--- src/rtl/intrude_pkg.sv ---
// Shared types and constants for the intrude host front end.
// Latency: n/a (package only).
// Backpressure: n/a (package only).
package intrude_pkg;

  localparam int ADDR_W_DEF = 20;
  localparam int DATA_W_DEF = 8;

  // Host access sequencing states
  typedef enum logic [1:0] {
    IDLE   = 2'd0,
    DECODE = 2'd1,
    REQ    = 2'd2,
    ACK    = 2'd3
  } state_t;

  // Host command encodings; 6 and 7 are acknowledged no-ops
  localparam logic [2:0] CMD_ADDR_L = 3'd0;
  localparam logic [2:0] CMD_ADDR_M = 3'd1;
  localparam logic [2:0] CMD_ADDR_H = 3'd2;
  localparam logic [2:0] CMD_WRITE  = 3'd3;
  localparam logic [2:0] CMD_READ   = 3'd4;
  localparam logic [2:0] CMD_CLRERR = 3'd5;

endpackage

--- src/rtl/sync_edge.sv ---
// Multi-stage synchroniser for an asynchronous level input plus rising-edge detect.
// Latency: SYNC_STAGES cycles from input change to sync_out; rise is combinational on sync_out.
// Backpressure: none; rise is a one-cycle pulse that is lost if the consumer ignores it.
module sync_edge #(
  parameter int SYNC_STAGES = 2
) (
  input  logic clk,
  input  logic rst_n,
  input  logic async_in,
  output logic sync_out,
  output logic rise
);

  logic [SYNC_STAGES-1:0] sync_q, sync_d;
  logic                   prev_q, prev_d;

  // Shift the raw input through the chain and remember the last synchronised level
  always_comb begin
    sync_d = {sync_q[SYNC_STAGES-2:0], async_in};
    prev_d = sync_q[SYNC_STAGES-1];
  end

  // Synchroniser and history registers
  always_ff @(posedge clk or negedge rst_n) begin
    if (!rst_n) begin
      sync_q <= '0;
      prev_q <= 1'b0;
    end else begin
      sync_q <= sync_d;
      prev_q <= prev_d;
    end
  end

  assign sync_out = sync_q[SYNC_STAGES-1];
  assign rise     = sync_q[SYNC_STAGES-1] & ~prev_q;

endmodule

--- src/rtl/intrude_host_if.sv ---
// Host strobe/ack command front end issuing one TRUDY/RD/WR request per host access.
// Latency: synchronised strobe edge to TRUDY 2 cycles; IDONE to HACK 1 cycle.
// Backpressure: host holds HSTB until HACK; REQ waits for IDONE or aborts after TIMEOUT cycles.
module intrude_host_if
  import intrude_pkg::*;
#(
  parameter int ADDR_W      = ADDR_W_DEF,
  parameter int DATA_W      = DATA_W_DEF,
  parameter int SYNC_STAGES = 2,
  parameter int TIMEOUT     = 255
) (
  input  logic              CLK,
  input  logic              RESETL,
  input  logic              HSTB,
  input  logic [2:0]        HCMD,
  input  logic [DATA_W-1:0] HDIN,
  output logic [DATA_W-1:0] HDOUT,
  output logic              HACK,
  output logic              HERR,
  output logic              TRUDY,
  output logic              RD,
  output logic              WR,
  output logic [ADDR_W-1:0] IADDR,
  output logic [DATA_W-1:0] IDOUT,
  input  logic [DATA_W-1:0] IDIN,
  input  logic              IDONE
);

  // Last REQ cycle before the access is abandoned (counter starts at 0 on entry)
  localparam logic [7:0] TMO_LAST = 8'(TIMEOUT - 1);

  state_t              state_q, state_d;
  logic [2:0]          cmd_q, cmd_d;
  logic [DATA_W-1:0]   din_q, din_d;
  logic [ADDR_W-1:0]   iaddr_q, iaddr_d;
  logic [DATA_W-1:0]   idout_q, idout_d;
  logic [DATA_W-1:0]   hdout_q, hdout_d;
  logic                herr_q, herr_d;
  logic [7:0]          cnt_q, cnt_d;
  logic                hstb_sync, hstb_rise;

  sync_edge #(.SYNC_STAGES(SYNC_STAGES)) u_hstb_sync (
    .clk      (CLK),
    .rst_n    (RESETL),
    .async_in (HSTB),
    .sync_out (hstb_sync),
    .rise     (hstb_rise)
  );

  // Next-state and register update logic for one host access
  always_comb begin
    state_d = state_q;
    cmd_d   = cmd_q;
    din_d   = din_q;
    iaddr_d = iaddr_q;
    idout_d = idout_q;
    hdout_d = hdout_q;
    herr_d  = herr_q;
    cnt_d   = cnt_q;
    case (state_q)
      IDLE: begin
        // Only a fresh strobe edge seen here starts an access
        if (hstb_rise) begin
          cmd_d   = HCMD;
          din_d   = HDIN;
          state_d = DECODE;
        end
      end
      DECODE: begin
        state_d = ACK;
        cnt_d   = '0;
        case (cmd_q)
          CMD_ADDR_L: iaddr_d[7:0]         = din_q;
          CMD_ADDR_M: iaddr_d[15:8]        = din_q;
          CMD_ADDR_H: iaddr_d[ADDR_W-1:16] = din_q[ADDR_W-17:0];
          CMD_WRITE: begin
            idout_d = din_q;
            state_d = REQ;
          end
          CMD_READ:   state_d = REQ;
          CMD_CLRERR: herr_d  = 1'b0;
          default: ;
        endcase
      end
      REQ: begin
        // Completion takes priority over a timeout landing on the same cycle
        if (IDONE) begin
          if (cmd_q == CMD_READ) hdout_d = IDIN;
          iaddr_d = iaddr_q + ADDR_W'(1);
          state_d = ACK;
        end else if (cnt_q == TMO_LAST) begin
          herr_d  = 1'b1;
          state_d = ACK;
        end else begin
          cnt_d = cnt_q + 8'd1;
        end
      end
      ACK: begin
        if (!hstb_sync) state_d = IDLE;
      end
      default: state_d = IDLE;
    endcase
  end

  // State and datapath registers; reset abandons any access in flight
  always_ff @(posedge CLK or negedge RESETL) begin
    if (!RESETL) begin
      state_q <= IDLE;
      cmd_q   <= '0;
      din_q   <= '0;
      iaddr_q <= '0;
      idout_q <= '0;
      hdout_q <= '0;
      herr_q  <= 1'b0;
      cnt_q   <= '0;
    end else begin
      state_q <= state_d;
      cmd_q   <= cmd_d;
      din_q   <= din_d;
      iaddr_q <= iaddr_d;
      idout_q <= idout_d;
      hdout_q <= hdout_d;
      herr_q  <= herr_d;
      cnt_q   <= cnt_d;
    end
  end

  assign TRUDY = (state_q == REQ);
  assign WR    = TRUDY && (cmd_q == CMD_WRITE);
  assign RD    = TRUDY && (cmd_q == CMD_READ);
  assign HACK  = (state_q == ACK);
  assign HERR  = herr_q;
  assign IADDR = iaddr_q;
  assign IDOUT = idout_q;
  assign HDOUT = hdout_q;

endmodule

--- config.mk ---
export PLATFORM = sky130hd
export DESIGN_NAME = intrude_host_if
export DESIGN_NICKNAME = d
export VERILOG_FILES = /design/src/rtl/intrude_pkg.sv /design/src/rtl/sync_edge.sv /design/src/rtl/intrude_host_if.sv
export SDC_FILE = /design/constraint.sdc
export NUM_CORES = 1
export LEC_CHECK = 0
export CORE_UTILIZATION = 25
export DETAILED_ROUTE_END_ITERATION = 10
export SLEW_MARGIN = 25
export SYNTH_ARGS = -nofsm -noshare
export SYNTH_HDL_FRONTEND = slang
export SYNTH_SLANG_ARGS = --single-unit
--- constraint.sdc ---
create_clock -name CLK -period 2 [get_ports CLK]
set_clock_uncertainty 0.05 [all_clocks]
set_input_delay 0.4 -clock CLK [delete_from_list [all_inputs] [get_ports CLK]]
set_output_delay 0.4 -clock CLK [all_outputs]
set_load 0.1 [all_outputs]
=== Word-level counts from Yosys, hierarchy flattened ===
Cells that the tools add are included.

* Reduce and logical (&&, ||, !) cells: 15
* Bitwise logic cells: 2
* Add/subtract/negate cells: 2
* Muxes and demuxes: 18
* Eq/ne operators: 20

{| class="wikitable"
|+ Operators with widths
! operator !! count
|-
| 20-bit one-hot mux with 2 select lines || 1
|-
| 8-bit 2-to-1 mux || 4
|-
| 20-bit by 1-bit adder with 20-bit output (second input constant) || 1
|-
| 20-bit 2-to-1 mux || 1
|-
| 3-bit AND reduction || 6
|-
| 8-bit one-hot mux with 2 select lines || 1
|-
| 2-bit by 1-bit inequality test with 1-bit output (second input constant) || 5
|-
| 2-bit inequality test (second input constant) || 5
|-
| 8-bit by 1-bit adder with 8-bit output (second input constant) || 1
|-
| 8-bit equality test (second input constant) || 1
|-
| 2-bit 2-to-1 mux || 4
|-
| 2-bit one-hot mux with 4 select lines || 1
|-
| 3-bit by 2-bit equality test with 1-bit output (second input constant) || 2
|-
| 3-bit equality test (second input constant) || 2
|-
| 2-bit equality test (second input constant) || 2
|-
| 1-bit 2-to-1 mux || 4
|-
| 4-bit 2-to-1 mux || 1
|-
| 2-bit AND reduction || 2
|-
| 4-bit AND reduction || 1
|-
| 3-bit by 1-bit equality test with 1-bit output (second input constant) || 1
|-
| 3-bit zero test || 1
|-
| 3-bit by 1-bit inequality test with 1-bit output (second input constant) || 1
|-
| 2-bit by 1-bit equality test with 1-bit output (second input constant) || 1
|-
| 1-bit logical AND || 2
|-
| 6 further kinds || 6
|}

* Register bits: 61
* Input bits: 23

=== Depth between registers and ports, before layout ===
Gate-level depths: netlist of run 1.

* Depth in word-level cells: 4
* Gate-level depth with buffers: 8

=== Hierarchy ===
A second synthesis of run 1 with hierarchy kept.

* Cell total of the unflattened synthesis: 315
* Area, all modules: 3229.3 um^2

{| class="wikitable"
|+ Modules (own cells, without submodules)
! module !! seq. area each (um^2) !! instances !! area an instance (um^2) !! cells each
|-
| intrude_host_if || 1451.4 || 1 || 3140.5 || 311
|-
| sync_edge || 75.1 || 1 || 88.8 || 4
|}

=== Worst setup path before layout of run 1 ===
No wires, ideal clock.

* Kind: reg2reg
* Start point: register state_q[0]
* End point: register hdout_q[0] (netlist: HDOUT[0])
* Data required time: 1824 ps
* Arrival time: 4267 ps
* Library setup time: 126 ps
* Slack: -2443 ps
* Cell stages (with the launch flop): 8
* Path buffers: 1
* Cells stage by stage: dfrtp_1 > inv_1 > ha_1 > buf_2 > inv_1 > nor4b_2 > nand2_2 > mux2_2

* Word-level cells in the longest chain between the ends: 2

{| class="wikitable"
|+ Ends and longest elaborated chain
! element !! line !! text
|-
| from (decl) || intrude_host_if.sv:32 || <nowiki>state_t state_q, state_d;</nowiki>
|-
| from (signal assigned) || intrude_host_if.sv:117 || <nowiki>state_q <= state_d;</nowiki>
|-
| 2-bit equality test || n/a ||
|-
| net TRUDY || intrude_host_if.sv:20 || <nowiki>output logic TRUDY,</nowiki>
|-
| 3-bit AND reduction (no line) || n/a ||
|-
| to (signal assigned) || intrude_host_if.sv:122 || <nowiki>hdout_q <= hdout_d;</nowiki>
|-
| to (decl) || intrude_host_if.sv:37 || <nowiki>logic [DATA_W-1:0] hdout_q, hdout_d;</nowiki>
|}

The timed path passes the listed nets, and every way through them passes these cells.
A chain may end at the register's enable or synchronous reset.

=== Worst setup path after layout of run 1 ===
* Start point: register state_q[0]
* End point: output port RD

* Word-level cells in the longest chain between the ends: 2

{| class="wikitable"
|+ Ends and longest elaborated chain
! element !! line !! text
|-
| 2-bit equality test || intrude_host_if.sv:128 || <nowiki>assign TRUDY = (state_q == REQ);</nowiki>
|-
| 1-bit logical AND || intrude_host_if.sv:130 || <nowiki>assign RD = TRUDY && (cmd_q == CMD_READ);</nowiki>
|-
| to (decl) || intrude_host_if.sv:21 || <nowiki>output logic RD,</nowiki>
|}

Every way passes these cells.

==> metrics.txt, run 1 <==
outcome=finished with violations; failing checks=setup timing; wire length per cell=between 15 and 20 um; CP max stage delay=between 0.3 and 0.4 ns; dpl ws=-0.0467 ns; final setup fails=1; Clock Path Buffers=2; vias in the first global route=3032; largest net degree at the start of global routing=62; Ant. Diodes=0; Ys Warns=0; IO buf count=63; Synth Area in Adders=under 10%; number of vias after detailed routing=2903; setup repair after global routing missed its margin=yes; fin nets=431; #FFs+latches synth=61; largest family of logic cells by synthesized area=simple AND/OR/NAND/NOR gates; worst-skew pair later-pin latency=between 0.3 and 0.4 ns; Yosys cell types=57; Iteration-0 DRC Markers=between 200 and 300; Die Y=116 um; fillcell total=1256; FFs w/ async S/R, synth=100%; crit path max-delay cell type=dfrtp_1; Rel. slew slack=a little over 70%; multi-input logic area=about 0.0017 mm2; commonest non-fill, non-tap cells in the layout=dfrtp_1 (45), buf_4 (38), nand2_1 (29), mux2_2 (27), buf_12 (27); sequential area share after synthesis=46.6%; depth of the most critical reg-to-reg path=7; post-synthesis compound-gate area fraction=between 10% and 20%; xor-xnor portion of the synthesized cell area=0%; htree depth=3; min setup slack post-route=-0.0409 ns; Required @ worst endpoint=around 1.6 ns; CTS tree=built; Final GP Congestion=~0.87; Hold Vio Cnt, Final=0; Simple-Gate Fraction of Synth Area=a little under a fifth; Post-Syn Area=between 0.003 and 0.004 mm2; Post-synth EDFFs=0; core area=around 0.013 mm2; drt first pass iters=4; clk sinks=61; fin. max-slew vios=0; ys flop type=dfrtp_1; largest cells by area after synthesis=dfrtp_1 (47%), mux2_2 (9.6%), nand2_1 (3.3%); initial core utilization=about a quarter; hold-fix buffers at CTS=0; clk root buf=clkbuf_16; DRC=0; Post-Synthesis Cells=just over 300; drt total wl=9030 um; Worst Setup End Kind=output port; first-pass GRT wire length=roughly 15000 um; DIE AREA=around 0.014 mm2; worst min path class=in2async; mux contribution to synthesized area=around an eighth; number of max-cap violations=0; Die Width=116 um; initial antenna violation count=0; fin util=approximately two fifths; synthesized area per cell=10.5 um2; layout cells sized above 1=between 30% and 40%; Synth Net Count=roughly 340; P&R area growth vs syn=51.3%; Rows=41; min Tclk post-route=between 2 and 2.5 ns; post-synth top area share=between 40% and 50%; critical path fanouts, max=2; CP startpoint kind=flip-flop; commonest non-fill, non-tap cell in the layout=dfrtp_1; Post-DP HPWL=6200 um; arrival time worst endpoint=about 1.6 ns; crit share post-route=102%; Setup CP Type=reg2out; Global Route Usage Sum=about 15%; Worst Tran Pin Value=between 0.4 and 0.5 ns; drt via density=about 5.0; Max Freq=between 0.4 and 0.5 GHz; Ports=between 60 and 70; GRT Residual Overflow=0; critical path cell sequence=inv_2, ha_4, inv_4, nor4b_4, buf_4, buf_12; CTS buffer count=9; Final ANT Viol Nets=0; Worst-path clk slew=0.06 ns; Yosys top cell by area=dfrtp_1; Seq. cell area=0.00155 mm2
[final timing paths]
check / startpoint / end / slack, ns
worst max register to register: state_q[1]$_DFFE_PN0P_ / cnt_q[5]$_DFFE_PN0P_ / 0.05
worst min register to register: u_hstb_sync.sync_q[0]$_DFF_PN0_ / u_hstb_sync.sync_q[1]$_DFF_PN0_ / 0.30
worst min-delay path: RESETL / IADDR[12]$_DFFE_PN0P_ / 0.03
min in group CLK: u_hstb_sync.sync_q[0]$_DFF_PN0_ / u_hstb_sync.sync_q[1]$_DFF_PN0_ / 0.30
worst max-delay path: state_q[0]$_DFFE_PN0P_ / RD / -0.04
max in group asynchronous: RESETL / IADDR[0]$_DFFE_PN0P_ / 1.55
[routing by layer]
metal	GRT usage, %	share of wire (%)	vias to the layer above
met1	18.1	45	1443
met5	0	0	-
met4	8.21	1.4	0
li1	-	-	1359
met3	3.22	4.9	10
met2	23.4	49	91
[area by class of cell]
cell class | count | share of cell area (%)
Multi-Input combinational cell | 225 | 34.4
Sequential cell | 61 | 31.3
Timing Repair Buffer | 91 | 22.1
Clock buffer | 13 | 5.65
Tap cell | 172 | 4.34
Clock inverter | 3 | 1.31
Inverter | 12 | 0.959
[registers in the layout, indices dropped and copies added, names as in the netlist]
signal,cells
HDOUT,8
HERR,1
IADDR,20
IDOUT,8
cmd_q,3
cnt_q,8
din_q,8
state_q,2
u_hstb_sync.prev_q,1
u_hstb_sync.sync_q,2
[logic make-up after synthesis]
kind of cell,count (synthesis)
simple gates,106
mux,36
buf+inv,25
compound gates,75
fa+ha+maj,8
flops,61
[cells in the mapped netlist (all sizes together), types with 4 or more instances]
cell and n:
o211ai 6, nor3 5, nand4 7, mux2 28, nand2 30, inv 12
and4 6, nor2 6, dfrtp 61, a21oi 19, o21ai 8, o22ai 5
clkbuf 10, nand3 11, nor3b 4, a41oi 4, nand2b 4, nor4 5
mux2i 8, ha 8, and3 9
[per-stage QoR]
stage | TNS (ns) | hold WS (ns) | area [um2] | cells
floorplan | -8.74 | 0.0544 | 3340 | 311
finish | -0.0409 | 0.0283 | 4960 | 577
CTS | -0.105 | 0.0454 | 4900 | 575
global route | -0.239 | 0.0663 | 4960 | 577
detailed placement | -0.0480 | 0.291 | 4470 | 550
global placement | 0 | 0.286 | 4470 | 550
[critical path: cells and delay by family (launching register included)]
family	cells	cell delay, ns
buf+inv	4	0.45
simple gates	1	0.26
flops	1	0.39
fa+ha+maj	1	0.15
[repair_timing]
item,in CTS,in global routing
pin swaps,2,4
gates resized for setup,3,13
endpoints found under the setup margin,2,21
buffers inserted,10,2
Power of run 1 is left out: the tool's default activity adds up to more than one toggle a clock period on the data nets, which glitch-free logic cannot reach.
==> run 2, diff against run 1 <==
Settings changed: DONT_BUFFER_PORTS set to 1.
==> run 2 against run 1 <==
Against the previous run: the flow still finishes with violations (setup timing); hold slack better by 0.019 ns; fmax increased by 0.13%; via count shrank 7.0%; register-to-register slack better by 0.05 ns; setup slack better by 0.0026 ns; non-clock buffer count down 50; critical path depth down 1; global-route usage fell by 1.2 points; final cell count shrank 8.7%; routed wire length fell by 3.6%; critical path type unchanged; highest routed layer unchanged.
==> metrics.txt, run 2 (synthesis results as in run 1) <==
Iteration-0 DRC Markers=199 (was 256); Hold EP=u_hstb_sync.sync_q[0]$_DFF_PN0_; depth of the most critical reg-to-reg path=6 (was 7); initial antenna violation count=0 (unchanged); crit path max-delay cell type=dfrtp_1 (unchanged); CP max stage delay=0.38 ns (was 0.39 ns); htree depth=3 (unchanged); Rows=41 (unchanged); vias in the first global route=2698 (was 3032); min-delay src=HSTB; CP startpoint kind=flip-flop (unchanged); Final ANT Viol Nets=0 (unchanged); DIE AREA=0.0136 mm2 (unchanged); layout cells sized above 1=34.1% (was 38.0%); Worst Setup End Kind=output port (unchanged); outcome=finished with violations (unchanged); Post-DP HPWL=6060 um (was 6200 um); Ports=64 (unchanged); Die Width=116 um (unchanged); Worst Tran Pin Value=0.901 ns (was 0.438 ns); final setup fails=1 (unchanged); P&R area growth vs syn=28.3% (was 51.3%); Worst-path clk slew=0.05 ns (was 0.06 ns); critical path cell sequence=buf_6, ha_4, inv_4, nor4b_4, buf_6 (was inv_2, ha_4, inv_4, nor4b_4, buf_4, buf_12); Setup TNS Final=-0.0384 ns (was -0.0409 ns); crit share post-route=102% (about the same); drt first pass iters=4 (unchanged); critical path fanouts, max=4 (was 2); clk sinks=61 (unchanged); arrival time worst endpoint=1.59 ns (about the same); R2R setup slack=0.10 ns (was 0.05 ns); Setup CP Type=reg2out (unchanged); DRC=0 (unchanged); number of vias after detailed routing=2701 (was 2903); dpl ws=0.0682 ns (was -0.0467 ns); drt via density=5.13 (was 5.03); fin nets=381 (was 431); initial core utilization=25.7% (unchanged); Ant. Diodes=0 (unchanged); most frequent CP cell=buf_6; Top delay family on crit path=buffers and inverters (unchanged); max reg flops=20 (unchanged); worst hold path depth=0; core area=0.0127 mm2 (unchanged); commonest non-fill, non-tap cells in the layout=dfrtp_1 (45), buf_4 (33), nand2_1 (29), mux2_2 (27), a21oi_1 (19) (was dfrtp_1 (45), buf_4 (38), nand2_1 (29), mux2_2 (27), buf_12 (27)); CTS tree=built (unchanged); GRT Residual Overflow=0 (unchanged); clk root buf=clkbuf_16 (unchanged); commonest non-fill, non-tap cell in the layout=dfrtp_1 (unchanged); Global Route Usage Sum=13.4% (was 14.5%); Final GP Congestion=0.807 (was 0.869); min setup slack post-route=-0.0384 ns (was -0.0409 ns); worst min path class=in2reg (was in2async); Clock Path Buffers=2 (unchanged); wire length per cell=16.5 um (was 15.7 um); Die Y=116 um (unchanged); first-pass GRT wire length=13800 um (was 15100 um); reg2reg end=state_q[0]$_DFFE_PN0P_ (was cnt_q[5]$_DFFE_PN0P_); Hold Vio Cnt, Final=0 (unchanged); largest net degree at the start of global routing=62 (unchanged); Required @ worst endpoint=1.55 ns (about the same); number of max-cap violations=0 (unchanged); Rel. slew slack=39.9% (was 70.6%); CTS buffer count=9 (unchanged); setup repair after global routing missed its margin=yes (unchanged); drt total wl=8710 um (was 9030 um); worst-skew pair later-pin latency=0.33 ns (about the same); min Tclk post-route=2.04 ns (about the same); failing checks=setup timing (unchanged); IO buf count=0 (was 63); WP buf/inv=3 (was 4); fin. max-slew vios=0 (unchanged); Max Freq=0.491 GHz (was 0.490 GHz); origin of the critical flop-to-flop path=cnt_q[0]$_DFFE_PN0P_ (was state_q[1]$_DFFE_PN0P_)
## run 2: cell count changes in the layout (fill, tap and decap cells not counted), sizes merged
cell,delta
dlygate4sd3,+1
buf,-31
clkdlybuf4s50,-21
bufinv,-1
inv,-1
clkinv,+2
clkinvlp,+3
clkbuf,-2
## run 2: layer usage
| layer | GRT usage [%] | up-vias | wire length (um) |
|---|---|---|---|
| li1 | - | 1263 | - |
| met1 | 16.7 | 1347 | 3920 |
| met2 | 21.0 | 71 | 4100 |
| met3 | 4.26 | 20 | 474 |
| met4 | 6.24 | 0 | 212 |
| met5 | 0 | - | 0 |
## run 2: worst max path at each step
stage	from	to	cells past startpoint
3_5_place_dp	state_q[1]$_DFFE_PN0P_	IADDR[16]$_DFFE_PN0P_	5
4_1_cts	state_q[1]$_DFFE_PN0P_	RD	5
3_3_place_gp	state_q[0]$_DFFE_PN0P_	IADDR[16]$_DFFE_PN0P_	5
2_1_floorplan	state_q[0]$_DFFE_PN0P_	HDOUT[0]$_DFFE_PN0P_	7
6_report	state_q[1]$_DFFE_PN0P_	RD	5
5_1_grt	state_q[1]$_DFFE_PN0P_	RD	5
## run 2: cell type report
type | instances | area [um2]
Fill cell | 1340 | 8520
Multi-Input combinational cell | 225 | 1710
Sequential cell | 61 | 1550
Timing Repair Buffer | 41 | 384
Clock buffer | 10 | 229
Tap cell | 172 | 215
Clock inverter | 6 | 63.8
Inverter | 12 | 51.3
## run 2: what timing repair did
item,CTS,global route
hold endpoints to repair,61,0
hold buffers,2,0
resized for setup,3,8
cloned,0,1
pin swaps,1,4
endpoints found under the setup margin,3,22
setup buffers,4,3
## run 2: worst register-to-register path, delay by kind of cell (launching register included)
kind,cells,cell delay (ns)
flops,1,0.39
simple gates,1,0.16
fa+ha+maj,1,0.23
mux,1,0.39
buf+inv,1,0.09
compound gates,2,0.46
## run 2: metrics by stage
step,utilization [%],area [um2],hold slack [ns],instances
after floorplan,-,3340,0.0544,311
after global placement,29.5,3750,0.0590,501
after detailed placement,29.5,3750,0.0595,501
after CTS,32.4,4120,0.0341,523
after global routing,33.0,4200,0.0302,527
final,33.0,4200,0.0477,527
Power of run 2 is left out for the same reason.
==> run 3, diff against run 2 <==
Settings changed: CORE_MARGIN set to 2, HOLD_SLACK_MARGIN set to 0.15.
==> run 3 against run 2 <==
Against the previous run: the run still ends with setup timing left; first-iteration DRC count fell by 1.0%; sequential share of layout area grew 0.39 points; final cell count increased by 0.38%; final area is 1.0% lower; non-clock buffer count grew 2; highest routed layer unchanged; utilization fell by 0.34 points.
==> metrics.txt, run 3 (synthesis results as in run 1) <==
outcome=finished with violations (unchanged); failing checks=setup timing (unchanged); CP max stage delay=0.39 ns (was 0.38 ns); met3 WL post-DR=415 um (was 474 um); number of vias after detailed routing=2703 (was 2701); Clock Path Buffers=2 (unchanged); WP buf/inv=3 (unchanged); depth of the most critical reg-to-reg path=7 (was 6); layout cells sized above 1=32.2% (was 34.1%); routed wl met2=4300 um (was 4100 um); Global Route Usage Sum=12.9% (was 13.4%); Setup CP Type=reg2out (unchanged); initial core utilization=25.7% (unchanged); Ports=64 (unchanged); Final GP Congestion=0.835 (was 0.807); drt via density=5.11 (was 5.13); Post-DP HPWL=6160 um (was 6060 um); DP Area=0.00374 mm2 (was 0.00375 mm2); DIE AREA=0.0140 mm2 (was 0.0136 mm2); Worst Tran Pin Value=0.905 ns (was 0.901 ns); commonest non-fill, non-tap cells in the layout=dfrtp_1 (45), buf_4 (35), nand2_1 (29), mux2_2 (27), a21oi_1 (19) (was dfrtp_1 (45), buf_4 (33), nand2_1 (29), mux2_2 (27), a21oi_1 (19)); Die Width=118 um (was 116 um); drt total wl=8720 um (was 8710 um); CP startpoint kind=flip-flop (unchanged); first-pass GRT wire length=14400 um (was 13800 um); worst-skew pair later-pin latency=0.33 ns (about the same); setup repair after global routing missed its margin=yes (unchanged); Top delay family on crit path=buffers and inverters (unchanged); instance count on the critical path=5 (unchanged); fillcell total=1354 (was 1340); arrival time worst endpoint=1.56 ns (was 1.59 ns); Ant. Diodes=0 (unchanged); critical path cell sequence=inv_2, ha_4, inv_4, nor4b_4, buf_6 (was buf_6, ha_4, inv_4, nor4b_4, buf_6); number of max-cap violations=0 (unchanged); core area=0.0127 mm2 (unchanged); DRC=0 (unchanged); Max Freq=0.498 GHz (was 0.491 GHz); Rel. slew slack=39.7% (was 39.9%); vias in the first global route=2784 (was 2698); worst hold path depth=1 (was 0); worst min path class=in2reg (unchanged); multi-input logic area=0.00169 mm2 (was 0.00171 mm2); GRT Residual Overflow=0 (unchanged); min Tclk post-route=2.01 ns (was 2.04 ns); wire length per cell=16.5 um (about the same); IO buf count=0 (unchanged); min setup slack post-route=-0.00730 ns (was -0.0384 ns); max reg flops=20 (unchanged); Seq. cell area=0.00155 mm2 (unchanged); largest net degree at the start of global routing=62 (unchanged); drt first pass iters=4 (unchanged); P&R area growth vs syn=27.0% (was 28.3%); met1 WL=3850 um (was 3920 um); fin. max-slew vios=0 (unchanged); clk root buf=clkbuf_16 (unchanged); final setup fails=1 (unchanged); Iteration-0 DRC Markers=197 (was 199); crit path max-delay cell type=dfrtp_1 (unchanged); htree depth=3 (unchanged); Required @ worst endpoint=1.55 ns (about the same); CTS buffer count=9 (unchanged); crit share post-route=100% (was 102%); critical path fanouts, max=3 (was 4); initial antenna violation count=0 (unchanged); Worst Setup End Kind=output port (unchanged); Worst-path clk slew=0.05 ns (about the same); commonest non-fill, non-tap cell in the layout=dfrtp_1 (unchanged); Rows=41 (unchanged); Final Cell Area=0.00416 mm2 (was 0.00420 mm2); highest metal layer with signal wires=met4 (unchanged); Hold Vio Cnt, Final=0 (unchanged); fin nets=383 (was 381); Final ANT Viol Nets=0 (unchanged); CTS tree=built (unchanged); Die Y=118 um (was 116 um); clk sinks=61 (unchanged)
## run 3: cell types whose count changed in the layout (fill, tap and decap cells not counted), sizes merged
cell	change
inv	+1
clkinvlp	-2
dlygate4sd3	+4
buf	-1
## run 3: worst reg2reg max path, stage by stage (launching register included)
cell and delay [ns]:
dfrtp_1 0.39, inv_2 0.09, ha_4 0.15, inv_4 0.04, buf_4 0.12, buf_4 0.18, o21ai_0 0.37, mux2_2 0.39
## run 3: worst paths after layout
path | slack, ns | end | from
hold reg to reg | 0.29 | u_hstb_sync.sync_q[1]$_DFF_PN0_ | u_hstb_sync.sync_q[0]$_DFF_PN0_
max in group asynchronous | 1.06 | IADDR[1]$_DFFE_PN0P_ | RESETL
min in group asynchronous | 0.55 | HDOUT[3]$_DFFE_PN0P_ | RESETL
setup reg to reg | 0.11 | state_q[0]$_DFFE_PN0P_ | state_q[0]$_DFFE_PN0P_
hold / removal | 0.17 | din_q[1]$_DFFE_PN0P_ | HDIN[1]
setup / recovery | -0.007 | RD | state_q[0]$_DFFE_PN0P_
## run 3: repair_timing
item                                    4_1_cts  5_1_grt
setup buffers                                 5        0
hold endpoints to repair                     64        1
hold buffers                                  5        1
resized for setup                             1        3
endpoints found under the setup margin        3        6
pin swaps                                     1        2
## run 3: area by class of cell
cell class | instances | share of cell area (%)
Tap cell | 172 | 5.17
Multi-Input combinational cell | 225 | 40.6
Timing Repair Buffer | 43 | 8.93
Clock buffer | 11 | 5.59
Inverter | 12 | 1.14
Sequential cell | 61 | 37.3
Clock inverter | 5 | 1.26
## run 3: metal layers
| metal | track usage [%] | vias to the layer above |
|---|---|---|
| li1 | - | 1268 |
| met1 | 16.0 | 1348 |
| met2 | 20.6 | 73 |
| met3 | 3.38 | 14 |
| met4 | 6.47 | 0 |
| met5 | 0 | - |
## run 3: through the flow
step / setup TNS, ns / worst slack [ns] / util, % / cells / hold WS (ns)
after global routing: -0.0373 / -0.0373 / 32.7 / 529 / 0.152
after CTS: -0.0621 / -0.0621 / 32.5 / 528 / 0.151
after global placement: 0 / 0.0859 / 29.4 / 502 / 0.0555
final: -0.00730 / -0.00730 / 32.7 / 529 / 0.165
after detailed placement: 0 / 0.0206 / 29.4 / 502 / 0.0557
after floorplan: -8.74 / -0.985 / - / 311 / 0.0544
Power of run 3 is left out for the same reason.
